**src/rtl/spi_file_loader.sv**
```systemverilog
// spi_file_loader
//   Receives OSD file-transfer commands over the MiST SPI link (0x53 start/end,
//   0x54 data, 0x55 index), packs 0x54 payload bytes into DW-wide little-endian
//   words, queues the words in a small FIFO and writes them to external RAM
//   over a wr/ack handshake. Everything runs on clk; the SPI pins are
//   oversampled through 2-FF synchronisers.
// Ports
//   clk, reset_n        system clock, asynchronous active-low reset
//   sck, ss, sdi        SPI from the I/O controller (mode 0, MSB first)
//   downloading         start command seen, FIFO not yet drained after end
//   index               last file index received
//   wr, ack, a, d       RAM write port; wr held until ack, a/d stable meanwhile
//   size                payload byte count of the current or last transfer
//   overflow            sticky: a word was dropped on a full FIFO
//   crc                 payload CRC-16/CCITT
// Configuration
//   DATA_IO_CRC_EN      defined: running CRC on crc; undefined: crc = 16'h0000
module spi_file_loader #(
    parameter int unsigned   DW         = 16,
    parameter int unsigned   AW         = 25,
    parameter int unsigned   FIFO_DEPTH = 4,
    parameter logic [AW-1:0] BASE0      = AW'(25'h0E0000),
    parameter logic [AW-1:0] BASE1      = AW'(25'h100000),
    parameter logic [AW-1:0] BASE_DEF   = AW'(25'h120000)
) (
    input  logic          clk,
    input  logic          reset_n,
    input  logic          sck,
    input  logic          ss,
    input  logic          sdi,
    output logic          downloading,
    output logic [4:0]    index,
    output logic          wr,
    input  logic          ack,
    output logic [AW-1:0] a,
    output logic [DW-1:0] d,
    output logic [AW-1:0] size,
    output logic          overflow,
    output logic [15:0]   crc
);

    localparam int unsigned    NL       = DW / 8;
    localparam int unsigned    LBW      = (NL > 1) ? $clog2(NL) : 1;
    localparam int unsigned    PW       = $clog2(FIFO_DEPTH);
    localparam logic [LBW-1:0] LANE_TOP = LBW'(NL - 1);
    localparam logic [AW-1:0]  LANE_MSK = AW'(NL - 1);
    localparam logic [PW:0]    FULL_CNT = (PW + 1)'(FIFO_DEPTH);
    localparam logic [0:0]     ST_IDLE  = 1'b0;
    localparam logic [0:0]     ST_WRITE = 1'b1;

    // ---------------- SPI front end ----------------
    logic [1:0] sck_sq, ss_sq, sdi_sq;
    logic       sck_pq;
    logic [6:0] shreg_q;
    logic [2:0] bit_cnt_q;
    logic       byte_vld_q;
    logic [7:0] byte_q;

    always_ff @(posedge clk or negedge reset_n) begin
        if (!reset_n) begin
            sck_sq     <= '0;
            ss_sq      <= '1;
            sdi_sq     <= '0;
            sck_pq     <= 1'b0;
            shreg_q    <= '0;
            bit_cnt_q  <= '0;
            byte_vld_q <= 1'b0;
            byte_q     <= '0;
        end else begin
            sck_sq     <= {sck_sq[0], sck};
            ss_sq      <= {ss_sq[0], ss};
            sdi_sq     <= {sdi_sq[0], sdi};
            sck_pq     <= sck_sq[1];
            byte_vld_q <= 1'b0;
            if (ss_sq[1]) begin
                bit_cnt_q <= '0;
            end else if (sck_sq[1] && !sck_pq) begin
                shreg_q   <= {shreg_q[5:0], sdi_sq[1]};
                bit_cnt_q <= bit_cnt_q + 1'b1;
                if (bit_cnt_q == 3'd7) begin
                    byte_vld_q <= 1'b1;
                    byte_q     <= {shreg_q, sdi_sq[1]};
                end
            end
        end
    end

    // ---------------- command decode / word assembler ----------------
    logic [7:0]    cmd_q, cmd_d;
    logic          first_q, first_d;
    logic [4:0]    index_q, index_d;
    logic [AW-1:0] ptr_q, ptr_d, size_q, size_d, base_sel;
    logic          ovf_q, ovf_d, dl_q, dl_d, end_q, end_d, part_q, part_d;
    logic [DW-1:0] asm_q, asm_d, asm_ins;
    logic [LBW-1:0] lane;
    logic          push;
    logic [AW-1:0] push_a;
    logic [DW-1:0] push_w;

    // FIFO / write-port state used by the decoder
    logic [AW-1:0] fa_q [FIFO_DEPTH];
    logic [DW-1:0] fd_q [FIFO_DEPTH];
    logic [PW-1:0] wp_q, rp_q;
    logic [PW:0]   cnt_q, cnt_d;
    logic [0:0]    st_q, st_d;
    logic          pop, push_ok;

    assign lane = ptr_q[LBW-1:0] & LANE_TOP;

    always_comb begin
        case (index_q)
            5'd0:    base_sel = BASE0;
            5'd1:    base_sel = BASE1;
            default: base_sel = BASE_DEF;
        endcase
    end

    always_comb begin
        asm_ins = asm_q;
        for (int unsigned l = 0; l < NL; l++) begin
            if (lane == LBW'(l)) asm_ins[l*8 +: 8] = byte_q;
        end
    end

    always_comb begin
        cmd_d   = cmd_q;
        first_d = first_q;
        index_d = index_q;
        ptr_d   = ptr_q;
        size_d  = size_q;
        ovf_d   = ovf_q;
        dl_d    = dl_q;
        end_d   = end_q;
        asm_d   = asm_q;
        part_d  = part_q;
        push    = 1'b0;
        push_a  = ptr_q & ~LANE_MSK;
        push_w  = asm_ins;
        // drain complete: nothing queued, nothing in flight, no byte arriving
        if (end_q && cnt_q == '0 && st_q == ST_IDLE && !byte_vld_q) begin
            dl_d  = 1'b0;
            end_d = 1'b0;
        end
        if (byte_vld_q) begin
            if (first_q) begin
                cmd_d   = byte_q;
                first_d = 1'b0;
            end else begin
                case (cmd_q)
                    8'h55: index_d = byte_q[4:0];
                    8'h53: begin
                        if (byte_q[0]) begin
                            ptr_d  = base_sel;
                            size_d = '0;
                            ovf_d  = 1'b0;
                            dl_d   = 1'b1;
                            end_d  = 1'b0;
                            asm_d  = '0;
                            part_d = 1'b0;
                        end else begin
                            end_d = 1'b1;
                            if (part_q) begin
                                push   = 1'b1;
                                push_w = asm_q;
                                asm_d  = '0;
                                part_d = 1'b0;
                            end
                        end
                    end
                    8'h54: begin
                        ptr_d  = ptr_q + 1'b1;
                        size_d = size_q + 1'b1;
                        if (lane == LANE_TOP) begin
                            push   = 1'b1;
                            asm_d  = '0;
                            part_d = 1'b0;
                        end else begin
                            asm_d  = asm_ins;
                            part_d = 1'b1;
                        end
                    end
                    default: ;
                endcase
            end
        end
        if (ss_sq[1]) first_d = 1'b1;
    end

    always_ff @(posedge clk or negedge reset_n) begin
        if (!reset_n) begin
            cmd_q   <= '0;
            first_q <= 1'b1;
            index_q <= '0;
            ptr_q   <= '0;
            size_q  <= '0;
            ovf_q   <= 1'b0;
            dl_q    <= 1'b0;
            end_q   <= 1'b0;
            asm_q   <= '0;
            part_q  <= 1'b0;
        end else begin
            cmd_q   <= cmd_d;
            first_q <= first_d;
            index_q <= index_d;
            ptr_q   <= ptr_d;
            size_q  <= size_d;
            ovf_q   <= ovf_d || (push && !push_ok);
            dl_q    <= dl_d;
            end_q   <= end_d;
            asm_q   <= asm_d;
            part_q  <= part_d;
        end
    end

    // ---------------- word FIFO and write port ----------------
    assign pop     = (st_q == ST_WRITE) && ack;
    // a pop on the same edge frees the slot, so a push into a full FIFO succeeds
    assign push_ok = push && ((cnt_q != FULL_CNT) || pop);
    assign cnt_d   = cnt_q + (PW + 1)'(push_ok) - (PW + 1)'(pop);

    always_comb begin
        st_d = st_q;
        if (st_q == ST_IDLE) begin
            if (cnt_q != '0) st_d = ST_WRITE;
        end else if (ack) begin
            // stay in WRITE while words remain so acks can be back to back
            st_d = (cnt_d != '0) ? ST_WRITE : ST_IDLE;
        end
    end

    always_ff @(posedge clk or negedge reset_n) begin
        if (!reset_n) begin
            for (int unsigned i = 0; i < FIFO_DEPTH; i++) begin
                fa_q[i] <= '0;
                fd_q[i] <= '0;
            end
            wp_q  <= '0;
            rp_q  <= '0;
            cnt_q <= '0;
            st_q  <= ST_IDLE;
        end else begin
            if (push_ok) begin
                fa_q[wp_q] <= push_a;
                fd_q[wp_q] <= push_w;
                wp_q       <= wp_q + 1'b1;
            end
            if (pop) rp_q <= rp_q + 1'b1;
            cnt_q <= cnt_d;
            st_q  <= st_d;
        end
    end

`ifdef DATA_IO_CRC_EN
    logic [15:0] crc_q;

    function automatic logic [15:0] crc_step(input logic [15:0] c, input logic [7:0] b);
        logic [15:0] r;
        r = c ^ {b, 8'h00};
        for (int unsigned i = 0; i < 8; i++) begin
            r = r[15] ? ((r << 1) ^ 16'h1021) : (r << 1);
        end
        return r;
    endfunction

    always_ff @(posedge clk or negedge reset_n) begin
        if (!reset_n) begin
            crc_q <= 16'hFFFF;
        end else if (byte_vld_q && !first_q) begin
            if (cmd_q == 8'h53 && byte_q[0]) crc_q <= 16'hFFFF;
            else if (cmd_q == 8'h54)         crc_q <= crc_step(crc_q, byte_q);
        end
    end

    assign crc = crc_q;
`else
    assign crc = 16'h0000;
`endif

    assign downloading = dl_q;
    assign index       = index_q;
    assign wr          = (st_q == ST_WRITE);
    assign a           = fa_q[rp_q];
    assign d           = fd_q[rp_q];
    assign size        = size_q;
    assign overflow    = ovf_q;

endmodule

```
**config.mk**
```make
export PLATFORM = sky130hd
export DESIGN_NAME = spi_file_loader
export DESIGN_NICKNAME = d
export VERILOG_FILES = /design/src/rtl/spi_file_loader.sv
export SDC_FILE = /design/constraint.sdc
export NUM_CORES = 1
export LEC_CHECK = 0
export CORE_MARGIN = 1.5
export CORE_UTILIZATION = 56
export CTS_CLUSTER_DIAMETER = 100
export DETAILED_ROUTE_END_ITERATION = 8
export HOLD_SLACK_MARGIN = 0.1
export PLACE_DENSITY = 0.77
export SETUP_SLACK_MARGIN = 0.5
export SLEW_MARGIN = 5
export SYNTH_ARGS = -nofsm -noshare
export SYNTH_HDL_FRONTEND = slang
export SYNTH_SLANG_ARGS = --single-unit
```
**constraint.sdc**
```tcl
create_clock -name clk -period 6 [get_ports clk]
set_input_delay 1.2 -clock clk [delete_from_list [all_inputs] [get_ports clk]]
set_output_delay 1.2 -clock clk [all_outputs]
set_load 0.005 [all_outputs]
```
# [Yosys cells after proc, flatten, opt, wreduce, memory -nomap -nowiden]
# Index checks and enable logic that the tools add are counted.
[op_classes] addsub=7 mul=0 n_div=0 n_lt_le_gt_ge=3 n_eq_ne=8 shifts=0 n_mux=61 n_bitwise=5 reduce_logical=27
[ops] cell="$mux W16" count=11
[ops] cell="$mux W25" count=5
[ops] cell="$bwmux W100" count=1
[ops] cell="$pmux W25 S2" count=2
[ops] cell="$bwmux W64" count=1
[ops] cell="$add A25 B1 Y25 const B" count=2
[ops] cell="$bmux W25 S2" count=1
[ops] cell="$demux W25 S2" count=1
[ops] cell="$pmux W21 S2" count=1
[ops] cell="$bmux W16 S2" count=1
[ops] cell="$demux W16 S2" count=1
[ops] cell="$pmux W16 S2" count=1
[ops] cell="$mux W1" count=29
[ops] cell="$eq A8 B7 Y1 const B" count=3
[ops] cell="$mux W8" count=2
[ops] cell="$reduce_and A3 Y1" count=3
[ops] cell="$logic_and A1 B1 Y1" count=8
[ops] cell="$reduce_and A4 Y1" count=2
[ops] cell="$ge A3 B3 Y1 const B" count=2
[ops] cell="$mux W3" count=2
[ops] cell="$ne A3 B3 Y1 const B" count=2
[ops] cell="$not A2 Y3" count=2
[ops] cell="$reduce_bool A2 Y1" count=3
[ops] cell="$reduce_bool A3 Y1" count=2
[ops] cell="other kinds (15)" count=23
[totals] regBits=282 latchBits=0 ramBits=0 mem_bits_ro=0 input_bits=6 output_inout_bits=90 word_cells=141 memories=0

# [Longest topological paths before layout]
[logic_depth] word_depth=12 ltp_mapped=11 depth_no_buf=11

# [Worst setup path after synthesis]
# Ideal clock, no wire load.
[synth_timing] path_type="input to register" startpoint="input port ack" endpoint="register st_q (netlist: wr)" setup_time_ps=132 arrival_ps=2824 required_time_ps=5868 slack_ps=3044 stages=11 n_path_buf=0 path_cell_list="nand2_1 nand3_1 nand3b_1 ha_1 inv_1 ha_1 fa_1 xnor2_1 xnor2_1 nor4_1 nor2_1"
[synth_via] elab_chain_cells=9
[synth_rtl] item="from (decl)" line="34" rtl="input logic ack,"
[synth_rtl] item="$logic_and A1 B1 Y1 (*)" line="216" rtl="assign pop = (st_q == ST_WRITE) && ack;"
[synth_rtl] item="$logic_or A1 B1 Y1" line="218" rtl="assign push_ok = push && ((cnt_q != FULL_CNT) || pop);"
[synth_rtl] item="$logic_and A1 B1 Y1" line="218"
[synth_rtl] item="$add A3 B1 Y3" line="219" rtl="assign cnt_d = cnt_q + (PW + 1)'(push_ok) - (PW + 1)'(pop);"
[synth_rtl] item="$sub A3 B1 Y3 (*)" line="219"
[synth_rtl] item="via cnt_d[2]" line="104" rtl="logic [PW:0] cnt_q, cnt_d;"
[synth_rtl] item="$reduce_bool A3 Y1 (*)" line="227" rtl="st_d = (cnt_d != '0) ? ST_WRITE : ST_IDLE;"
[synth_rtl] item="$mux W1 (*)" line="227"
[synth_rtl] item="$mux W1 (*)" line="225" rtl="end else if (ack) begin"
[synth_rtl] item="$mux W1 (*)" line="223" rtl="if (st_q == ST_IDLE) begin"
[synth_rtl] item="via st_d" line="105" rtl="logic [0:0] st_q, st_d;"
[synth_rtl] item="to (signal assigned)" line="249" rtl="st_q <= st_d;"
[synth_rtl] item="to (decl)" line="105"
# The timed path passes the listed nets; every way through them passes the cells marked *.
# A chain may end at the register's enable or synchronous reset.

# [Worst setup path after layout]
[layout_timing] startpoint="register rp_q[0]" endpoint="output port d[8]"
[layout_via] elab_chain_cells=4
[layout_rtl] item="from (decl)" line="103" rtl="logic [PW-1:0] wp_q, rp_q;"
[layout_rtl] item="from (signal assigned)" line="247" rtl="if (pop) rp_q <= rp_q + 1'b1;"
[layout_rtl] item="$not A2 Y3 (implied by the code)" line="283" rtl="assign d = fd_q[rp_q];"
[layout_rtl] item="$bmux W16 S2" line="283"
[layout_rtl] item="$mux W16 (implied by the code) (2 in a row)" line="283"
[layout_rtl] item="to (decl)" line="36" rtl="output logic [DW-1:0] d,"
# No other way between the ends. The select of a mux whose other input is x is not followed.

==> impl_metrics.json <==
{
  "synth_edf_count": 0,
  "design_area_sq_mm": 0.01444,
  "startpoint": "rp_q[0]",
  "seq_area_sq_mm": 0.006963,
  "crit_type": "flop to output port",
  "dieArea_sq_mm": 0.02327,
  "holdCritPathClass": "flop to flop",
  "synthCells": 925,
  "cp_slowest_stage_delay_ns": 0.72,
  "cts_setup_buffers": 0,
  "synth.area.top_cells": "dfrtp_1, mux2_1, mux4_2",
  "grt_max_degree": 127,
  "drc": 0,
  "vias_per_cell": 5.815,
  "synth_common_cells": "dfrtp_1, mux2_1, nand2_1",
  "synth_adder_area_share_pct": 1.159,
  "antenna_found_initial": 0,
  "nNetsFinal": 1008,
  "synth_compound_area_share_pct": 2.718,
  "ys_seq_area_share_pct": 55.58,
  "wl_met1_um": 11260,
  "area_delta_synth_final_pct": 15.32,
  "rows": 54,
  "routed.top_layer": "met4",
  "clockBufferDepth": 3,
  "end_kind": "output port",
  "ios": 96,
  "port_buffers": 78,
  "netlist.top_cell.by_area": "dfrtp_1",
  "avgSynthCellArea_sq_um": 13.54,
  "synth_most_common_cell": "dfrtp_1",
  "hold_violations": 0,
  "wirelength_um": 24830,
  "wire_per_inst_um": 19.22,
  "synth_cell_type_count": 55,
  "dpl.hpwl_um": 15700,
  "synth_top_area_share_pct": 54.95,
  "synth-async-reset-ratio_pct": 100.0,
  "synth_top_family_by_area": "multiplexers",
  "drive_gt1_share_pct": 15.32,
  "grt_usage_pct": 22.17,
  "post_cts_resized": 0,
  "drv_cap": 0,
  "core_area_sq_mm": 0.02189,
  "num_vias": 7513,
  "post-route-period-util_pct": 68.96,
  "rr_startpoint": "byte_q[0]",
  "relSlewSlack_pct": 22.12,
  "grt_pass1_wl_um": 42130,
  "placed_area_sq_mm": 0.01349,
  "tightestPinTransition_ns": 1.159,
  "hold_buffers": 0,
  "crit_chain": "buf_4 > mux4_2 > clkdlybuf4s50_1",
  "cts_buffers": 28,
  "final_max_slew_viol_count": 0,
  "firstDrtPassIters": 4,
  "initial_utilization_pct": 57.21,
  "ir_drop_mv": 0.2115,
  "worstHoldStart": "sdi_sq[0]",
  "max_freq_mhz": 241.7,
  "power_density_mw_per_mm2": 283.0,
  "drtIter0Drc": 303,
  "fp.dieH_um": 152.5,
  "cpMaxStageDelayCell": "dfrtp_2",
  "wl_met3_um": 718,
  "multi_input_area_sq_mm": 0.005260,
  "clock-sinks": 278,
  "dieWidth_um": 152.5,
  "routabilityCongestion": 0.8100,
  "crit_required_ns": 4.80,
  "setup_tns_ns": 0,
  "htreeDepth": 1,
  "clockRootBuffer": "clkbuf_16",
  "setup_viol": 0,
  "grt_pass1_vias": 7839,
  "arrival_ns": 2.94,
  "synth-main-ff-cell": "dfrtp_1",
  "timing.final.crit_period_ns": 4.137,
  "synth_simple_gate_area_share_pct": 8.962,
  "path_clk_slew_ns": 0.06,
  "grt_setup_unrepaired": "no",
  "p_leak_nw": 6.988,
  "antennaDiodeCount": 0,
  "cp_max_fo": 27,
  "ys_warn_count": 0,
  "gr-total-overflow": 0,
  "synthMuxAreaShare_pct": 25.68,
  "route.antenna.remaining_nets": 0,
  "clock_latency_ns": 0.54,
  "finClkSkew_ns": 0.01560,
  "synth_seq_cells": 278,
  "num-fill-cells": 1630,
  "synth_area_sq_mm": 0.01252,
  "crit_path_start_kind": "flop",
  "synthXorXnorAreaFrac_pct": 2.797,
  "cts_tree": "done",
  "status": "finished, final reports clean",
  "met2WireLength_um": 12340
}
through the flow:
step / hold WS [ns] / std cells / power [mW] / setup WS [ns] / utilization, %
6_report: 0.3487 / 1292 / 4.086 / 1.863 / 65.97
5_1_grt: 0.3579 / 1292 / 4.254 / 1.609 / 65.97
4_1_cts: 0.3487 / 1292 / 4.142 / 1.756 / 65.97
3_5_place_dp: 0.3365 / 1241 / 2.376 / 2.268 / 61.63
3_3_place_gp: 0.3340 / 1241 / 2.367 / 2.294 / 61.63
2_1_floorplan: 0.3312 / 941 / 2.266 / 3.044 / -
logic make-up after synthesis:
kind of cell | count (synthesis)
buffers and inverters | 80
flip-flops | 278
XOR/XNOR | 40
other | 1
AO/OA/AOI/OAI | 53
adder cells (fa/ha/maj) | 11
AND/OR/NAND/NOR | 216
multiplexers | 246
critical path: cells and delay by family (launching register included):
kind / cells / cell delay [ns]
buffers and inverters: 2 / 1.04
flip-flops: 1 / 0.72
multiplexers: 1 / 0.63
layout by cell type, fill, tap and decap left out, drive strengths merged, types with 7 or more instances in the layout:
cell type / instances
and2: 9
nor2: 52
mux4: 40
nand2: 53
clkbuf: 44
nand4: 25
inv: 12
conb: 17
xor2: 33
dfrtp: 275
a21oi: 10
buf: 11
xnor2: 7
nor2b: 9
clkdlybuf4s50: 77
mux2: 202
ha: 10
o21ai: 22
nand3: 25
and3: 9
worst paths after layout:
path | cells after the start | end | slack, ns
max | 3 | d[8] | 1.86
min | 0 | sdi_sq[1] | 0.35
max reg2reg | 11 | wr | 2.84
min reg2reg | 0 | sdi_sq[1] | 0.35
max in group asynchronous | 2 | byte_q[3] | 4.10
min in group asynchronous | 1 | fa_q[80] | 0.67
registers in the layout, indices dropped and copies added (netlist names), 3 cells and up:
signal / count
fd_q: 64
bit_cnt_q: 3
asm_q: 16
size: 25
shreg_q: 7
cmd_q: 8
cnt_q: 3
fa_q: 96
ptr_q: 25
index: 5
byte_q: 8
where the power goes:
| group | total, mW | switching [mW] | internal (mW) |
|---|---|---|---|
| clock | 1.76 | 0.705 | 1.06 |
| sequential | 2.04 | 0.121 | 1.92 |
| combinational | 0.287 | 0.130 | 0.157 |
final cells by class:
type / count / share of cell area [%]
sequential: 278 / 48.22
multi-input combinational: 583 / 36.42
timing repair buffer: 88 / 6.047
clock buffer: 44 / 5.892
tap: 280 / 2.426
clock inverter: 7 / 0.6845
inverter: 12 / 0.3119
per-layer routing:
| metal | up-vias | GRT usage, % |
|---|---|---|
| li1 | 3428 | - |
| met1 | 3903 | 32.08 |
| met2 | 144 | 36.22 |
| met3 | 38 | 2.588 |
| met4 | 0 | 5.586 |
| met5 | - | 0 |
Note: power is estimated with default switching activity, not from simulation.
